### config.mk
export PLATFORM = sky130hd
export DESIGN_NAME = hamming_enc_arbiter
export DESIGN_NICKNAME = d
export VERILOG_FILES = /design/src/rtl/hamming_enc_arbiter.sv
export SDC_FILE = /design/constraint.sdc
export NUM_CORES = 1
export LEC_CHECK = 0
export ABC_AREA = 1
export CAP_MARGIN = 15
export CORE_MARGIN = 3
export CORE_UTILIZATION = 38
export DETAILED_ROUTE_END_ITERATION = 6
export PLACE_DENSITY = 0.76
export RECOVER_POWER = 25
export SYNTH_ARGS = -nofsm -noshare
export SYNTH_HDL_FRONTEND = slang
export SYNTH_SLANG_ARGS = --single-unit
export TNS_END_PERCENT = 5
### constraint.sdc
create_clock -name clk -period 2 [get_ports clk]
set_input_delay 0.6 -clock clk [delete_from_list [all_inputs] [get_ports clk]]
set_output_delay 0.6 -clock clk [all_outputs]
set_load 0.02 [all_outputs]
### src/rtl/hamming_enc_arbiter.sv
// hamming_enc_arbiter: round-robin sharing of one registered Hamming(11,7) encoder among N_REQ requesters
module hamming_enc_arbiter #(
  parameter int N_REQ = 4,
  parameter int ID_W = 2,
  parameter int ENC_LAT = 1
) (
  input  logic                 clk,
  input  logic                 rst,
  input  logic [N_REQ-1:0]     req_valid,
  input  logic [7*N_REQ-1:0]   req_data,
  output logic [N_REQ-1:0]     req_ready,
  output logic [6:0]           enc_data,
  input  logic [10:0]          enc_encoded,
  output logic                 out_valid,
  input  logic                 out_ready,
  output logic [10:0]          out_code,
  output logic [ID_W-1:0]      out_id,
  output logic                 busy
);
  localparam int CNT_W = $clog2(ENC_LAT + 1);
  typedef enum logic [1:0] {IDLE, WAIT, OUT} state_t;
  state_t state_q, state_d;
  logic [ID_W-1:0] ptr_q, ptr_d, id_q, id_d, out_id_q, out_id_d, sel, idx;
  logic [CNT_W-1:0] cnt_q, cnt_d;
  logic [6:0] enc_data_q, enc_data_d, word;
  logic [10:0] out_code_q, out_code_d;
  logic out_valid_q, out_valid_d, found, take;
  always_comb begin
    found = 1'b0;
    sel = '0;
    idx = '0;
    word = '0;
    for (int k = 1; k <= N_REQ; k++) begin
      idx = ID_W'((int'(ptr_q) + k) % N_REQ);
      if (!found && req_valid[idx]) begin
        found = 1'b1;
        sel = idx;
      end
    end
    for (int i = 0; i < N_REQ; i++)
      word = (sel == ID_W'(i)) ? req_data[7*i +: 7] : word;
  end
  assign take = found && (state_q == IDLE || (state_q == OUT && out_ready));
  assign req_ready = (take && !rst) ? N_REQ'(1) << sel : '0;
  always_comb begin
    state_d = state_q;
    ptr_d = ptr_q;
    id_d = id_q;
    cnt_d = cnt_q;
    enc_data_d = enc_data_q;
    out_code_d = out_code_q;
    out_id_d = out_id_q;
    out_valid_d = out_valid_q;
    if (state_q == WAIT) begin
      cnt_d = (cnt_q == '0) ? cnt_q : cnt_q - 1'b1;
      if (cnt_q == '0) begin
        out_code_d = enc_encoded;
        out_id_d = id_q;
        out_valid_d = 1'b1;
        state_d = OUT;
      end
    end
    if (state_q == OUT && out_ready) begin
      out_valid_d = 1'b0;
      state_d = IDLE;
    end
    if (take) begin
      enc_data_d = word;
      ptr_d = sel;
      id_d = sel;
      cnt_d = CNT_W'(ENC_LAT);
      state_d = WAIT;
    end
  end
  always_ff @(posedge clk) begin
    if (rst) begin
      state_q <= IDLE;
      ptr_q <= ID_W'(N_REQ - 1);
      id_q <= '0;
      cnt_q <= '0;
      enc_data_q <= '0;
      out_code_q <= '0;
      out_id_q <= '0;
      out_valid_q <= 1'b0;
    end else begin
      state_q <= state_d;
      ptr_q <= ptr_d;
      id_q <= id_d;
      cnt_q <= cnt_d;
      enc_data_q <= enc_data_d;
      out_code_q <= out_code_d;
      out_id_q <= out_id_d;
      out_valid_q <= out_valid_d;
    end
  end
  assign enc_data = enc_data_q;
  assign out_code = out_code_q;
  assign out_id = out_id_q;
  assign out_valid = out_valid_q;
  assign busy = state_q != IDLE;
endmodule

### Yosys cells after proc, flatten, opt, wreduce, memory -nomap -nowiden

Cells that the tools add are included.

| storage, ports and cells | value |
|---|---|
| output and inout bits | 26 |
| bits of input ports | 46 |
| register bits | 28 |
| logic and storage cells | 74 |

| cells by class | value |
|---|---|
| $add $sub $neg | 5 |
| bitwise gates (word level) | 1 |
| shift operators | 1 |
| mux-type cells | 28 |
| reductions and logical operators | 20 |
| eq/ne operators | 6 |
| magnitude comparators | 4 |

Operators with widths:

| kind | number |
|---|---|
| $mux 7 | 4 |
| $mux 1 | 15 |
| $lt 2x3->1 const B | 4 |
| $bmux 1 s2 | 4 |
| $mux 2 | 4 |
| $eq 2x2->1 const B | 3 |
| $logic_and 1x1->1 | 6 |
| $add 2x1->2 const B | 2 |
| $add 2x2->2 const B | 2 |
| $eq 2x1->1 const B | 2 |
| $logic_not 1->1 | 4 |
| $logic_not 2->1 | 2 |
| $mux 4 | 1 |
| $reduce_and 2->1 | 2 |
| $reduce_bool 2->1 | 2 |
| $shl 1x2->4 const A | 1 |
| $ne 3x1->1 const B | 1 |
| $reduce_bool 3->1 | 1 |
| $reduce_or 3->1 | 1 |
| $reduce_or 2->1 | 1 |
| $logic_or 1x1->1 | 1 |
| $not 1->1 | 1 |
| $sub 1x1->1 const B | 1 |

### Logic depth before layout (Yosys ltp)

Gate-level depths: netlist (run 1).

| depth | value |
|---|---|
| word-level depth | 18 |
| depth in mapped cells | 16 |
| gate-level depth less buffers | 15 |

### Worst setup path after synthesis (run 1)

Ideal clock, no wire load.

| path | value |
|---|---|
| path kind | input to output |
| from | in req_valid[3] |
| to | out req_ready[1] |
| stages on the path | 10 |
| required time | 1.400 ns |
| path buffers | 1 |
| arrival | 1.831 ns |
| setup slack | -0.431 ns |
| cells stage by stage | nand2_1 > nand2_2 > nand2_2 > nand2_2 > nor2_8 > nand3_2 > nand2_2 > nand2_4 > buf_6 > nor3_1 |

| between the ends | value |
|---|---|
| longest elaborated chain between the ends | 15 |
| elaborated cells between the ends (all ways) | 26 |
| classes of those cells | shift (1); mux (17); reduce/logical (8) |

RTL lines:

| item | line | RTL |
|---|---|---|
| start, declared | 9 | `input logic [N_REQ-1:0] req_valid,` |
| $bmux 1 s2 | 35 | `if (!found && req_valid[idx]) begin` |
| $mux 1 (not written as such) | 35 |  |
| $mux 1 | 35 |  |
| $logic_not 1->1 | 35 |  |
| $logic_and 1x1->1 | 35 |  |
| $mux 1 | 35 |  |
| $logic_not 1->1 | 35 |  |
| $logic_and 1x1->1 | 35 |  |
| $mux 1 | 35 |  |
| $logic_not 1->1 | 35 |  |
| $logic_and 1x1->1 | 35 |  |
| $mux 1 | 35 |  |
| $logic_and 1x1->1 | 43 | `assign take = found && (state_q == IDLE \|\| (state_q == OUT && out_ready));` |
| $logic_and 1x1->1 | 44 | `assign req_ready = (take && !rst) ? N_REQ'(1) << sel : '0;` |
| $mux 4 (*) | 44 |  |
| end, declared | 11 | `output logic [N_REQ-1:0] req_ready,` |

Every way passes the cells marked *; elsewhere a longest branch is shown, timed or not. The select of a mux whose other input is x is not followed.

### Final worst setup path (run 1)

| path | value |
|---|---|
| from | reg ptr_q[0] |
| to | out req_ready[1] |

| between the ends | value |
|---|---|
| longest elaborated chain between the ends | 16 |
| elaborated cells between the ends (all ways) | 30 |
| classes of those cells | add/sub (4); shift (1); mux (17); reduce/logical (8) |

RTL lines:

| item | line | RTL |
|---|---|---|
| start, declared | 23 | `logic [ID_W-1:0] ptr_q, ptr_d, id_q, id_d, out_id_q, out_id_d, sel, idx;` |
| start signal, assigned | 78 | `ptr_q <= ID_W'(N_REQ - 1);` |
| start signal, assigned | 87 | `ptr_q <= ptr_d;` |
| $add 2x1->2 | 34 | `idx = ID_W'((int'(ptr_q) + k) % N_REQ);` |
| $bmux 1 s2 | 35 |  |
| $mux 1 (not written as such) | 35 |  |
| $mux 1 | 35 |  |
| $logic_not 1->1 | 35 |  |
| $logic_and 1x1->1 | 35 |  |
| $mux 1 | 35 |  |
| $logic_not 1->1 | 35 |  |
| $logic_and 1x1->1 | 35 |  |
| $mux 1 | 35 |  |
| $logic_not 1->1 | 35 |  |
| $logic_and 1x1->1 | 35 |  |
| $mux 1 | 35 |  |
| $logic_and 1x1->1 | 43 |  |
| $logic_and 1x1->1 | 44 |  |
| $mux 4 (*) | 44 |  |

Marked as above.

==> impl_metrics.toml, run 1 <==
[power]
power.leakage_nw = 1.449
ir_worst_vdd_mv = 0.8262
power_density_nw_per_um2 = 1551
power_mw = 4.635

[yosys]
syn_avg_cell_area_sq_um = 6.540
ys_seq_area_frac = 0.3415
async_reset_ff_frac = 0
synth_edf_count = 0
netlist_area_sq_um = 1642
synth_cell_types = 24
synth_nets = 297
synth_warnings = 0
synth_commonest_cells = "nand2_1 (68), nor2_1 (37), inv_1 (29)"
synth.most_common_cell = "nand2_1"
synth_ff_type = "dfxtp_1"
synthCells = 251
synth_top_cell_area_share = 0.3415
synth_top_area_cell = "dfxtp_1"
synth_seq_cells = 28
synth_area_leaders = "dfxtp_1 (34%), nand2_1 (16%), nor2_1 (8.5%)"

[global_route]
grt_pass1_wl_microns = 8293
grt_pass1_vias = 1877
grt_start_max_net_pins = 17
antenna_found_initial = 0
overflow = 0
gr-usage-all-layers = 0.1953

[clock_network]
clk_latency_ns = 0.28
cts_tree = "yes"
root_buffer = "clkbuf_8"
cts_max_level = 1
cts_inserted_buffers = 3
clkSinkCount = 28
clk_pin_slew_ns = 0.10
clk_path_buf_depth = 2

[floorplan]
ios = 72
die-area_sq_um = 5144
die_w_microns = 71.73
die_y_microns = 71.73
rows = 23
start_util = 0.4017
design.core.area_sq_um = 4086

[setup_path]
criticalPathCategory = "reg -> out"
arrival_ns = 1.94
worstSetupStartpointType = "register"
cp_max_fo = 8
endpoint_kind = "output port"
critPathLaunch = "ptr_q[0]"
rr_startpoint = "state_q[1]"
cp.required_ns = 1.40

[sta]
fin_worst_skew_ns = 0.004980
layout_setup_ws_ns = -0.5406
final_max_slew_viol_count = 0
finalCritPeriodShare = 1.270
layout_min_cycle_time_ns = 2.541
tightest_slew_ns = 0.6103
slew_headroom = 0.5931
setup_viol = 16
hold_viol = 0
whs_ns = 0.4803
fmax_mhz = 393.6
rsz0062_at_grt = "true"

[outcome]
status = "finished with violations"
violations = "setup timing"

[detailed_routing]
vias = 1968
drt-total-wl_microns = 5264
ant_nets = 0
first_pass_iters = 4
routed_via_density = 4.719
routedWlPerCell_microns = 12.62
drc = 0
drt_iter0_markers = 122

[cells_and_area]
utilization = 0.7315
fillCellCount = 316
area_growth_pct = 82.09
multi_input_area_sq_um = 1062
layout.nets = 414
drive_gt1_frac = 0.3188
num_antenna_cells = 0
seq_area_sq_um = 566.8

[place]
place_congestion = 0.8119
portBuffers = 71
place_hpwl_microns = 3552

[hold_path]
min_path_type = "reg -> reg"
hold_start = "cnt_q"

[run]
cap_violations = 0
[cell usage in the layout, fill, tap and decap left out, types with 3 or more instances in the layout]
cell,Yosys,final
nand2_2,16,16
clkdlybuf4s50_1,0,60
nand2_1,68,58
inv_2,3,5
clkbuf_8,0,3
dfxtp_1,28,25
buf_6,3,7
nand3_2,4,4
o21ai_0,26,25
nand3_1,14,12
nor2_1,37,32
buf_4,0,43
nand2_4,5,14
nor2_4,2,7
inv_1,29,26
[cell families after synthesis]
kind of cell           share of synthesized area
AND/OR/NAND/NOR                           0.4428
AO/OA/AOI/OAI                             0.1082
flip-flops                                0.3415
buffers and inverters                     0.1075
[sequential cells by signal (all words and copies together), names as in the netlist]
signal	count
out_valid	1
out_code	11
out_id	2
ptr_q	2
cnt_q	1
enc_data	7
state_q	2
id_q	2
[critical path, stage by stage (launching register included)]
cell and delay [ns]:
dfxtp_4 0.37, buf_12 0.14, inv_12 0.08, nand2_2 0.06, nand2_4 0.09, inv_2 0.04
nand2_2 0.07, nand2_4 0.09, buf_4 0.15, nand4_1 0.12, nand2_2 0.13, nor3_4 0.16
buf_6 0.14
[final timing paths]
path,endpoint,cells after the start,slack (ns)
worst max-delay path,req_ready[1],12,-0.54
worst min-delay path,state_q[1],1,0.48
worst max register to register,out_valid,16,-0.08
worst min register to register,state_q[1],1,0.48
[metrics by stage]
| stage | instance area [sq um] | setup WS [ns] | instances | setup TNS [ns] |
|---|---|---|---|---|
| global route | 2989 | -0.6167 | 417 | -5.681 |
| floorplan | 1668 | -0.2264 | 251 | -0.8341 |
| CTS | 2845 | -0.4934 | 412 | -1.945 |
| finish | 2989 | -0.5406 | 417 | -3.638 |
| detailed placement | 2619 | -1.263 | 394 | -9.251 |
| global placement | 2619 | -1.236 | 394 | -8.797 |
[cell type report]
| cell class | instances | share of cell area |
|---|---|---|
| Multi-Input combinational cell | 184 | 0.3554 |
| Inverter | 33 | 0.04646 |
| Timing Repair Buffer | 118 | 0.3637 |
| Clock inverter | 1 | 0.01005 |
| Sequential cell | 28 | 0.1896 |
| Tap cell | 50 | 0.02093 |
| Clock buffer | 3 | 0.01381 |
[power breakdown]
group / switching [mW] / internal, mW
Combinational: 1.81 / 1.47
Clock: 0.185 / 0.268
Sequential: 0.119 / 0.786
Total: 2.11 / 2.52
[timing repair]
item,CTS,global route
resized for setup,56,29
cloned,0,1
hold buffers,0,0
endpoints found under the setup margin,13,12
pin swaps,22,18
setup buffers,14,4
[routing by layer]
layer	up-vias	routed length [microns]	GRT usage
met1	890	2266	0.2500
met2	63	2588	0.3388
li1	1009	-	-
met4	0	48	0.01879
met5	-	0	0
met3	6	361	0.05470
(Power assumes the default switching activity.)
==> run 2: changes to the inputs <==
--- a/config.mk
+++ b/config.mk
@@ -5,12 +5,12 @@
 export SDC_FILE = /design/constraint.sdc
 export NUM_CORES = 1
 export LEC_CHECK = 0
-export ABC_AREA = 1
 export CAP_MARGIN = 15
 export CORE_MARGIN = 3
-export CORE_UTILIZATION = 38
+export CORE_UTILIZATION = 55
 export DETAILED_ROUTE_END_ITERATION = 6
-export PLACE_DENSITY = 0.76
+export DONT_BUFFER_PORTS = 1
+export PLACE_DENSITY = 0.73
 export RECOVER_POWER = 25
 export SYNTH_ARGS = -nofsm -noshare
 export SYNTH_HDL_FRONTEND = slang
==> run 2 against run 1 <==
Effect of this change: the flow still finishes with violations (setup timing); worst setup slack improved by 0.27 ns; die area fell by 41%; sequential cell count stayed put; first-iteration DRC count fell by 61%; design area fell by 48%; highest routed layer unchanged; sequential share of layout area rose by 17 points.
==> impl_metrics.toml, run 2 <==
[clock_network]
cts.repair_timing.setup_buffer_count = 0
clk_latency_ns = 0.32
clk_path_buf_depth = 2
cts_resized = 4
cts_max_level = 1
cts_inserted_buffers = 3
clkSinkCount = 28
clk_pin_slew_ns = 0.15
cts_tree = "yes"
ctsHoldBuffers = 0
root_buffer = "clkbuf_4"

[sta]
fin_worst_skew_ns = 0.003055
layout_min_cycle_time_ns = 2.272
finalCritPeriodShare = 1.136
fmax_mhz = 440.2
final_max_slew_viol_count = 0
setup_viol = 4
rsz0062_at_grt = "true"
tightest_slew_ns = 0.4982
layout_setup_ws_ns = -0.2718
hold_viol = 0
whs_ns = 0.3181
slew_headroom = 0.6666

[setup_path]
critPathLaunch = "state_q[1]"
endpoint_kind = "output port"
critPathMaxStageDelay_ns = 0.46
critical_path_buf_inv_count = 0
cp_slowest_cell = "or4_4"
cp_max_fo = 5
arrival_ns = 1.67
rr_worst_depth = 7
cp.required_ns = 1.40
r2r_end = "enc_data[2]"
worstSetupStartpointType = "register"
r2r_slack_ns = 0.13
criticalPathCategory = "reg -> out"
crit_chain = "nor2b_2 -> or4_4 -> a311oi_4"
cp-endpoint = "req_ready[3]"
rr_startpoint = "ptr_q[0]"
crit_family = "simple AND/OR/NAND/NOR gates"
path_depth = 3

[outcome]
status = "finished with violations"
violations = "setup timing"

[yosys]
synth_top_area_cell = "dfxtp_1"
synth_commonest_cells = "nand2_1 (31), dfxtp_1 (28), a21oi_1 (18)"
ys_seq_area_frac = 0.4211
synth_nets = 206
synth_seq_cells = 28
syn_avg_cell_area_sq_um = 8.320
synth_warnings = 0
synth.most_common_cell = "nand2_1"
synth_ff_type = "dfxtp_1"
synthCells = 160
netlist_area_sq_um = 1331
synth_cell_types = 25
async_reset_ff_frac = 0
synth_top_cell_area_share = 0.4211
synth_edf_count = 0
synth_area_leaders = "dfxtp_1 (42%), nand2_1 (8.7%), a21oi_1 (6.8%)"

[place]
portBuffers = 0
place_congestion = 0.8195
place_hpwl_microns = 2316

[cells_and_area]
area_growth_pct = 16.35
fillCellCount = 183
final_common_cell = "nand2_1"
utilization = 0.6870
layout_common_cells = "nand2_1 (30), dfxtp_1 (26), a21oi_1 (18)"
largest_reg_flops = 11
num_antenna_cells = 0
layout.nets = 219
drive_gt1_frac = 0.2035

[floorplan]
start_util = 0.5905
design.core.area_sq_um = 2255
die_w_microns = 55.20
die-area_sq_um = 3047
die_y_microns = 55.20
ios = 72
rows = 17

[power]
power.leakage_nw = 0.6415
ir_worst_vdd_mv = 0.7231
power_density_nw_per_um2 = 933.3

[detailed_routing]
met1Wirelength_microns = 1240
routedWlPerCell_microns = 14.92
routed_via_density = 5.925
ant_nets = 0
drc = 0
drt-total-wl_microns = 2983
dr_wl_met2_microns = 1427
drt_iter0_markers = 48
top_layer_used = "met4"
wl_met3_microns = 300
first_pass_iters = 4
vias = 1185

[global_route]
grt_pass1_vias = 1131
overflow = 0
antenna_found_initial = 0
grt_start_max_net_pins = 24
gr-usage-all-layers = 0.2027
grt_pass1_wl_microns = 5037

[hold_path]
hold_start = "rst"
min_path_type = "in -> reg"

[run]
cap_violations = 0
==> run 2: changes by cell type after synthesis, sizes merged, moves of 8 or more <==
cell,delta
a211o,+8
a21oi,+17
inv,-32
nand2,-58
nor2,-29
o21ai,-21
==> run 2: through the flow <==
| step | cells | total power, mW | instance area, sq um | setup TNS [ns] | setup WS, ns |
|---|---|---|---|---|---|
| finish | 200 | 1.446 | 1549 | -0.7952 | -0.2718 |
| global route | 200 | 1.530 | 1549 | -1.216 | -0.3456 |
| CTS | 200 | 1.455 | 1548 | -0.8578 | -0.2819 |
| detailed placement | 196 | 1.086 | 1481 | -0.9831 | -0.1445 |
| global placement | 196 | 1.073 | 1481 | -0.7027 | -0.1248 |
| floorplan | 160 | 1.003 | 1375 | -0.8022 | -0.2168 |
==> run 2: metal layers <==
layer,global-route usage,up-vias
li1,-,592
met1,0.2650,533
met2,0.3193,58
met3,0.07009,2
met4,0.05208,0
met5,0,-
==> run 2: cells by family (layout without fill, tap and decap cells) <==
logic type / Yosys count / count (layout) / share of synthesized area
AO/OA/AOI/OAI: 42 / 42 / 0.2256
multiplexers: 7 / 7 / 0.05263
buffers and inverters: 9 / 21 / 0.03289
flip-flops: 28 / 28 / 0.4211
AND/OR/NAND/NOR: 74 / 74 / 0.2678
==> run 2: worst min path at each step <==
| stage | endpoint | cells past startpoint |
|---|---|---|
| 2_1_floorplan | out_id[0] | 2 |
| 3_3_place_gp | out_id[0] | 2 |
| 3_5_place_dp | out_id[0] | 2 |
| 4_1_cts | out_code[1] | 1 |
| 5_1_grt | out_code[1] | 1 |
| 6_report | out_id[1] | 1 |
==> run 2: layout make-up <==
class                   count  area (sq um)  area share
multi-input cells         123         774.5      0.5000
flip-flops and latches     28         563.0      0.3635
repair buffers             16         120.1     0.07754
well taps                  28         35.03     0.02262
clock inverters             1         30.03     0.01939
clock buffers               3         22.52     0.01454
inverters                   1         3.754    0.002423
==> run 2: worst register-to-register path, stage by stage (launching register included) <==
cell,delay [ns]
dfxtp_2,0.36
nand2b_1,0.15
buf_4,0.14
o221ai_4,0.31
a311oi_4,0.13
buf_4,0.20
a22o_1,0.22
a211o_1,0.27
==> run 2: power breakdown <==
group,switching (mW),internal [mW]
Combinational,0.189,0.155
Clock,0.165,0.203
Sequential,0.107,0.628
